$ cat config.mk
export PLATFORM = sky130hd
export DESIGN_NAME = abr_ntt_add_sub_lanes
export DESIGN_NICKNAME = d
export VERILOG_FILES = /design/src/rtl/abr_ntt_add_sub_lanes.sv
export SDC_FILE = /design/constraint.sdc
export NUM_CORES = 1
export LEC_CHECK = 0
export CELL_PAD_IN_SITES_DETAIL_PLACEMENT = 1
export CELL_PAD_IN_SITES_GLOBAL_PLACEMENT = 2
export CORE_UTILIZATION = 30
export DETAILED_ROUTE_END_ITERATION = 10
export HOLD_SLACK_MARGIN = 0.06
export PLACE_DENSITY_LB_ADDON = 0.3
export SLEW_MARGIN = 15
export SYNTH_ARGS = -nofsm -noshare
export SYNTH_HDL_FRONTEND = slang
export SYNTH_SLANG_ARGS = --single-unit
$ cat constraint.sdc
create_clock -name clk -period 8.4 [get_ports clk]
set_input_delay 0.84 -clock clk [delete_from_list [all_inputs] [get_ports clk]]
set_output_delay 0.84 -clock clk [all_outputs]
set_load 0.02 [all_outputs]
$ cat src/rtl/abr_ntt_add_sub_lanes.sv
// Multi-lane pipelined modular add/sub: res[k] = (opa[k] +/- opb[k]) mod prime.
// Two register stages (S1 operand/partial sum, S2 output) with valid/ready
// backpressure; per-lane sub select; per-bundle MLKEM (12-bit) / MLDSA mode.
// Ports: clk, reset_n (sync, active-low), zeroize, in_valid_i/in_ready_o,
//   sub_i, mlkem_i, opa_i, opb_i, prime_i, out_valid_o/out_ready_i, res_o, err_o.
// Optional: define ABR_NTT_ADDSUB_RANGE_CHK_EN to flag inputs >= prime on err_o.
module abr_ntt_add_sub_lanes #(
   parameter int NUM_LANES      = 4,
   parameter int REG_SIZE       = 24,
   parameter int MLKEM_REG_SIZE = 12
) (
   input  logic                          clk,
   input  logic                          reset_n,
   input  logic                          zeroize,
   input  logic                          in_valid_i,
   output logic                          in_ready_o,
   input  logic [NUM_LANES-1:0]          sub_i,
   input  logic                          mlkem_i,
   input  logic [NUM_LANES*REG_SIZE-1:0] opa_i,
   input  logic [NUM_LANES*REG_SIZE-1:0] opb_i,
   input  logic [REG_SIZE-1:0]           prime_i,
   output logic                          out_valid_o,
   input  logic                          out_ready_i,
   output logic [NUM_LANES*REG_SIZE-1:0] res_o,
   output logic [NUM_LANES-1:0]          err_o
);

   localparam int W = REG_SIZE;
   localparam int K = MLKEM_REG_SIZE;
   localparam int L = NUM_LANES;
   localparam logic [W-1:0] MASK_K = {{(W-K){1'b0}}, {K{1'b1}}};
   localparam logic [W-1:0] ONE_W  = {{(W-1){1'b0}}, 1'b1};

   logic                s1_valid;
   logic                s1_mlkem;
   logic [L-1:0]        s1_sub;
   logic [L-1:0]        s1_c0;
   logic [L-1:0][W-1:0] s1_r0;
   logic [L-1:0][W-1:0] s1_cor;
   logic                out_valid_q;
   logic [L-1:0][W-1:0] res_q;

   logic [L-1:0]        c0_d;
   logic [L-1:0][W-1:0] r0_d;
   logic [L-1:0][W-1:0] cor_d;
   logic [L-1:0][W-1:0] res_d;

   logic out_adv;
   logic s1_adv;

   assign out_adv    = !out_valid_q | out_ready_i;
   assign s1_adv     = !s1_valid | out_adv;
   assign in_ready_o = s1_adv;

   for (genvar k = 0; k < L; k++) begin : g_lane
      logic [W-1:0] mk, a, b, p, nb, mk2;
      logic [W:0]   sum, s2;
      logic         c1;

      // Mode mask keeps MLKEM arithmetic to 12 bits so the carry lands on bit 12.
      assign mk  = mlkem_i ? MASK_K : '1;
      assign a   = opa_i[k*W +: W] & mk;
      assign b   = opb_i[k*W +: W] & mk;
      assign p   = prime_i & mk;
      assign nb  = ~b & mk;
      assign sum = {1'b0, a} + {1'b0, (sub_i[k] ? nb : b)}
                 + {{W{1'b0}}, sub_i[k]};

      assign c0_d[k]  = mlkem_i ? sum[K] : sum[W];
      assign r0_d[k]  = sum[W-1:0] & mk;
      assign cor_d[k] = (sub_i[k] ? p : (~p + ONE_W)) & mk;

      // Add: carry from r0 + (-q) (or from the first sum) means r0 >= q.
      // Sub: missing carry on opa + ~opb + 1 means a borrow, so add q back.
      assign mk2 = s1_mlkem ? MASK_K : '1;
      assign s2  = {1'b0, s1_r0[k]} + {1'b0, s1_cor[k]};
      assign c1  = s1_mlkem ? s2[K] : s2[W];

      assign res_d[k] = ((s1_sub[k] ? !s1_c0[k] : (s1_c0[k] | c1))
                         ? s2[W-1:0] : s1_r0[k]) & mk2;
   end

`ifdef ABR_NTT_ADDSUB_RANGE_CHK_EN
   logic [L-1:0] err_d;
   logic [L-1:0] s1_err;
   logic [L-1:0] err_q;

   for (genvar k = 0; k < L; k++) begin : g_chk
      assign err_d[k] = (g_lane[k].a >= g_lane[k].p)
                      | (g_lane[k].b >= g_lane[k].p);
   end

   always_ff @(posedge clk) begin
      if (!reset_n || zeroize) begin
         s1_err <= '0;
         err_q  <= '0;
      end else begin
         if (s1_adv && in_valid_i) s1_err <= err_d;
         if (out_adv && s1_valid)  err_q  <= s1_err;
      end
   end

   assign err_o = err_q;
`else
   assign err_o = '0;
`endif

   always_ff @(posedge clk) begin
      if (!reset_n || zeroize) begin
         s1_valid    <= 1'b0;
         s1_mlkem    <= 1'b0;
         s1_sub      <= '0;
         s1_c0       <= '0;
         s1_r0       <= '0;
         s1_cor      <= '0;
         out_valid_q <= 1'b0;
         res_q       <= '0;
      end else begin
         if (s1_adv) begin
            s1_valid <= in_valid_i;
            if (in_valid_i) begin
               s1_mlkem <= mlkem_i;
               s1_sub   <= sub_i;
               s1_c0    <= c0_d;
               s1_r0    <= r0_d;
               s1_cor   <= cor_d;
            end
         end
         if (out_adv) begin
            out_valid_q <= s1_valid;
            if (s1_valid) res_q <= res_d;
         end
      end
   end

   assign out_valid_o = out_valid_q;
   assign res_o       = res_q;

endmodule

## Word level (Yosys, flattened, before mapping)

Index checks and enable logic that the tools add are counted.

| storage, ports and cells | value |
|---|---|
| register bits | 299 |
| logic and storage cells | 102 |

| cells by class | value |
|---|---|
| multiplexer cells | 26 |
| reduce and logical (&&, ||, !) cells | 10 |
| bitwise logic cells | 36 |
| add/subtract/negate cells | 13 |

Operators by type and width:

| cell | count |
|---|---|
| $and 24x24->24 | 25 |
| $mux 24 | 14 |
| $add 24x24->25 | 8 |
| $not 24->24 | 5 |
| $add 25x1->25 | 4 |
| $add 24x1->24 const B | 1 |
| $mux 1 | 12 |
| $logic_not 1->1 | 7 |
| $or 1x1->1 | 6 |
| $reduce_and 2->1 | 2 |
| $logic_or 1x1->1 | 1 |

## Longest topological paths before layout

| depth | value |
|---|---|
| word-level depth | 8 |
| depth in mapped cells | 16 |

## Worst setup path after synthesis

No wires, ideal clock.

| path | value |
|---|---|
| path kind | input-to-reg |
| from | input mlkem_i |
| to | register s1_c0[0] |
| cell stages on the path | 16 |
| required time | 8.268 ns |
| setup time | 0.132 ns |
| arrival time | 4.000 ns |
| path slack | 4.268 ns |
| path buffers | 4 |
| cells stage by stage | clkbuf_1 -> clkbuf_1 -> buf_1 -> clkbuf_1 -> nor2_1 -> ha_1 -> a21o_1 -> a21o_1 -> a21oi_1 -> o21ai_0 -> a21oi_1 -> o22ai_1 -> o41ai_1 -> o21ai_0 -> o211ai_1 -> a21oi_1 |

| on the way | value |
|---|---|
| word-level cells in the longest chain between the ends | 8 |
| elaborated cells between the ends (all ways) | 9 |
| classes of those cells | 2 x add/sub; 3 x mux; 4 x bitwise |

Ends and longest elaborated chain:

| element | line | RTL |
|---|---|---|
| from (decl) | 18 | `input logic mlkem_i,` |
| $mux 24 | 61 | `assign mk = mlkem_i ? MASK_K : '1;` |
| $and 24x24->24 | 63 | `assign b = opb_i[k*W +: W] & mk;` |
| $not 24->24 | 65 | `assign nb = ~b & mk;` |
| $and 24x24->24 | 65 |  |
| $mux 24 | 66 | `assign sum = {1'b0, a} + {1'b0, (sub_i[k] ? nb : b)}` |
| $add 24x24->25 | 66 |  |
| $add 25x1->25 | 67 | `+ {{W{1'b0}}, sub_i[k]};` |
| $mux 1 (*) | 69 | `assign c0_d[k] = mlkem_i ? sum[K] : sum[W];` |
| to (signal assigned) | 113 | `s1_c0 <= '0;` |
| to (signal assigned) | 124 | `s1_c0 <= c0_d;` |
| to (decl) | 37 | `logic [L-1:0] s1_c0;` |

Every way passes the cells marked *; elsewhere a longest branch is shown, timed or not.
A chain may end at the register's enable or synchronous reset.

## Worst setup path after layout

| path | value |
|---|---|
| from | input sub_i[3] |
| to | register s1_c0[3] |

| on the way | value |
|---|---|
| word-level cells in the longest chain between the ends | 4 |

Ends and longest elaborated chain:

| element | line | RTL |
|---|---|---|
| from (decl) | 17 | `input logic [NUM_LANES-1:0] sub_i,` |
| $mux 24 | 66 |  |
| $add 24x24->25 | 66 |  |
| $add 25x1->25 (*) | 67 |  |
| $mux 1 (*) | 69 |  |

Marks and branches as above.

==> flow_summary.json <==
{
  "status": "finished, final reports clean",
  "min_period_ps": 4407,
  "critPathCaptureType": "flop",
  "grt_setup_unrepaired": "no",
  "first_iter_violations": 951,
  "internal_power_w": 0.002909,
  "start_util_pct": 30.32,
  "drv_slew": 0,
  "dp.cells": 3985,
  "timing.critical_path.mode_cell": "o211ai_1",
  "p_total_w": 0.004253,
  "syn_to_final_growth_pct": 23.81,
  "vdd_drop_max_uv": 101.6,
  "numPortBuffers": 323,
  "crit_start": "sub_i[3]",
  "required_ps": 8900,
  "r2r-start": "s1_cor[0]$_SDFFE_PP0P_",
  "ant_nets": 0,
  "first_pass_iters": 6,
  "ios": 328,
  "holdCritStartpoint": "res_o[86]$_SDFFE_PP0P_",
  "fin_skew_ps": 24.38,
  "cp_max_fo": 25,
  "synth_ff_type": "dfxtp_1",
  "layout-drive-gt1-share_pct": 4.494,
  "cts_root_buffer": "clkbuf_16",
  "row_count": 99,
  "setup_tns_ps": 0,
  "grt_pass1_wl_um": 126100,
  "fin_util_pct": 37.54,
  "cp-start-kind": "input pin",
  "crit_slowest_cell": "buf_2",
  "pwr-share-seq_pct": 35.1,
  "hpwl_um": 64590,
  "seqCellArea_um2": 5926,
  "fp.dieArea_um2": 74820,
  "ys_ff_latch": 296,
  "fmax_ghz": 0.2269,
  "cts_buffers": 38,
  "cts.path.max_buffers": 3,
  "clk_pin_slew_ps": 60,
  "leakage_nw": 10.94,
  "hold_class": "reg -> reg",
  "multi_input_area_um2": 15440,
  "syn_area_um2": 22120,
  "path_class": "in -> reg",
  "clkPwrFrac_pct": 40.0,
  "swShare_pct": 31.58,
  "synth_edf_count": 0,
  "period_share_pct": 52.46,
  "postSynthCellCount": 2839,
  "finalSetupViolations": 0,
  "die_h_um": 273.5,
  "yosys_warnings": 0,
  "final_nets": 3489,
  "async_flop_share_pct": 0,
  "maxCapViolCount": 0,
  "crit_chain": "buf_2 > mux2i_1 > fa_1 > nor2b_1 > o21ai_0 > a21boi_0 > o211ai_1 > a31oi_1 > o211ai_1 > o21ai_0 > a21oi_1 > o211ai_1 > and3_1",
  "finalHoldViolCount": 0,
  "post_drt_wl_per_cell_um": 20.63,
  "vias": 21460,
  "gr-total-overflow": 0,
  "seq_area_frac_synth_pct": 26.79,
  "fin_cells": 4053,
  "grt_pass1_vias": 21570,
  "syn_avg_cell_area_um2": 7.791,
  "power.density_nw_per_um2": 155.3,
  "antenna_found_initial": 6,
  "yosysUniqueCellTypes": 91,
  "grt.total_usage_pct": 21.64,
  "cts_hold_buf": 0,
  "combinationalPowerShare_pct": 24.9,
  "drc_errors": 0,
  "worstMarginPinSlew_ps": 1124,
  "h-tree-depth": 2,
  "cts_post_setup_buffers_inserted": 0,
  "cts_sinks": 296,
  "fp.coreArea_um2": 72960,
  "cts.repair.resized": 0,
  "cp.arrival_ps": 4910,
  "cts_tree": "yes",
  "clk_latency_ps": 570,
  "die_w_um": 273.5,
  "grt_start_max_net_pins": 115,
  "slew_headroom_pct": 24.44,
  "p_sw_w": 0.001343,
  "vias_per_cell": 5.294,
  "fill_cells": 8675,
  "cpPeakStageDelay_ps": 630,
  "gp_congestion": 0.8744,
  "routed_wl_um": 83630
}
[registers in the layout, indices dropped and copies added (netlist names)]
signal,flops
s1_sub,4
s1_valid,1
out_valid_o,1
s1_mlkem,1
s1_cor,93
s1_r0,96
res_o,96
s1_c0,4
[layer usage]
metal,global-route usage [%],vias up,routed length [um]
li1,-,10590,-
met1,29.56,10420,40200
met2,35.93,336,38850
met3,2.833,99,2869
met4,4.793,12,1632
met5,0,-,77
[area by class of cell]
| cell class | count | area share, % |
|---|---|---|
| Clock buffer | 50 | 4.016 |
| Timing Repair Buffer | 344 | 12.34 |
| Sequential cell | 296 | 21.64 |
| Antenna cell | 1 | 0.009137 |
| Clock inverter | 17 | 0.6213 |
| Inverter | 46 | 0.6305 |
| Multi-Input combinational cell | 2340 | 56.36 |
| Tap cell | 959 | 4.381 |
[power by group through the flow]
stage | Clock, W | Sequential [W] | Combinational, W
floorplan | 0 | 0.00151 | 0.000692
global placement | 0 | 0.00153 | 0.00104
detailed placement | 0 | 0.00153 | 0.00106
CTS | 0.00175 | 0.00150 | 0.00107
global route | 0.00179 | 0.00150 | 0.00117
finish | 0.00170 | 0.00149 | 0.00106
[cells in the mapped netlist (8+ instances only)]
master    count  area [um^2]
ha_1        189         2365
o21ai_0     245         1226
xnor2_1     159         1393
o21bai_1     20        150.1
nor3_1       41        205.2
fa_1          8        160.2
buf_1        12        45.04
nor2_1      329         1235
nand4_1      16        100.1
a211oi_1     62        465.5
nor4_1       10        62.56
o21ai_1      23        115.1
clkbuf_1    122        457.9
a22oi_1      32        240.2
a31oi_1      18        112.6
a311oi_1     23        201.4
a21o_1       69        518.0
xor2_1      124         1086
mux2i_1      42        420.4
nand2_1     262        983.4
a32oi_1      18        157.7
or3_1        27        168.9
and3_1       15        93.84
and2_1       10        62.56
o21ai_2       8        70.07
nand2b_1     30        187.7
nand3_1      34        170.2
o211ai_1     13        97.59
inv_1        45        168.9
buf_2        18        90.09
o31ai_1      10        75.07
a22o_1       14        122.6
dfxtp_1     296         5926
o21a_1       24        180.2
nor2b_1      83        519.3
a21oi_1     272         1361
[layout by cell type, fill, tap and decap left out, drive strengths merged, types with 32 or more instances in the layout]
master           n
nand2          263
ha             189
mux2i           43
nor3            42
xnor2          159
nor2           331
inv             45
dfxtp          296
o21ai          276
clkdlybuf4s50  318
a21o            69
a22oi           32
clkbuf          50
a211oi          62
xor2           124
a21oi          273
nor2b           83
nand3           35
[critical path: cells and delay by family]
| family | cells | cell delay (ps) |
|---|---|---|
| AND/OR/NAND/NOR | 2 | 370 |
| multiplexers | 1 | 410 |
| buffers and inverters | 1 | 630 |
| AO/OA/AOI/OAI | 8 | 2140 |
| adder cells (fa/ha/maj) | 1 | 510 |
[worst paths after layout]
kind / end / slack [ps] / cells past startpoint
setup / recovery: s1_c0[3]$_SDFFE_PP0P_ / 3990 / 13
hold / removal: res_o[86]$_SDFFE_PP0P_ / 460 / 2
setup reg to reg: res_o[59]$_SDFFE_PP0P_ / 4130 / 11
hold reg to reg: res_o[86]$_SDFFE_PP0P_ / 460 / 2
[kinds of logic after synthesis]
group	count (synthesis)	share of synthesized area, %
adder cells (fa/ha/maj)	197	11.41
XOR/XNOR	283	11.21
other	1	0.01695
multiplexers	45	2.065
AND/OR/NAND/NOR	896	18.76
flip-flops	296	26.79
AO/OA/AOI/OAI	915	25.99
buffers and inverters	206	3.767
[through the flow]
stage | area [um^2] | hold WS [ps] | setup WS, ps
global route | 27390 | 487.7 | 3540
CTS | 27390 | 466.4 | 3859
global placement | 26120 | 447.4 | 3373
finish | 27390 | 462.8 | 3993
floorplan | 22130 | 429.1 | 4268
detailed placement | 26120 | 453.3 | 3287
(Power assumes the default switching activity.)
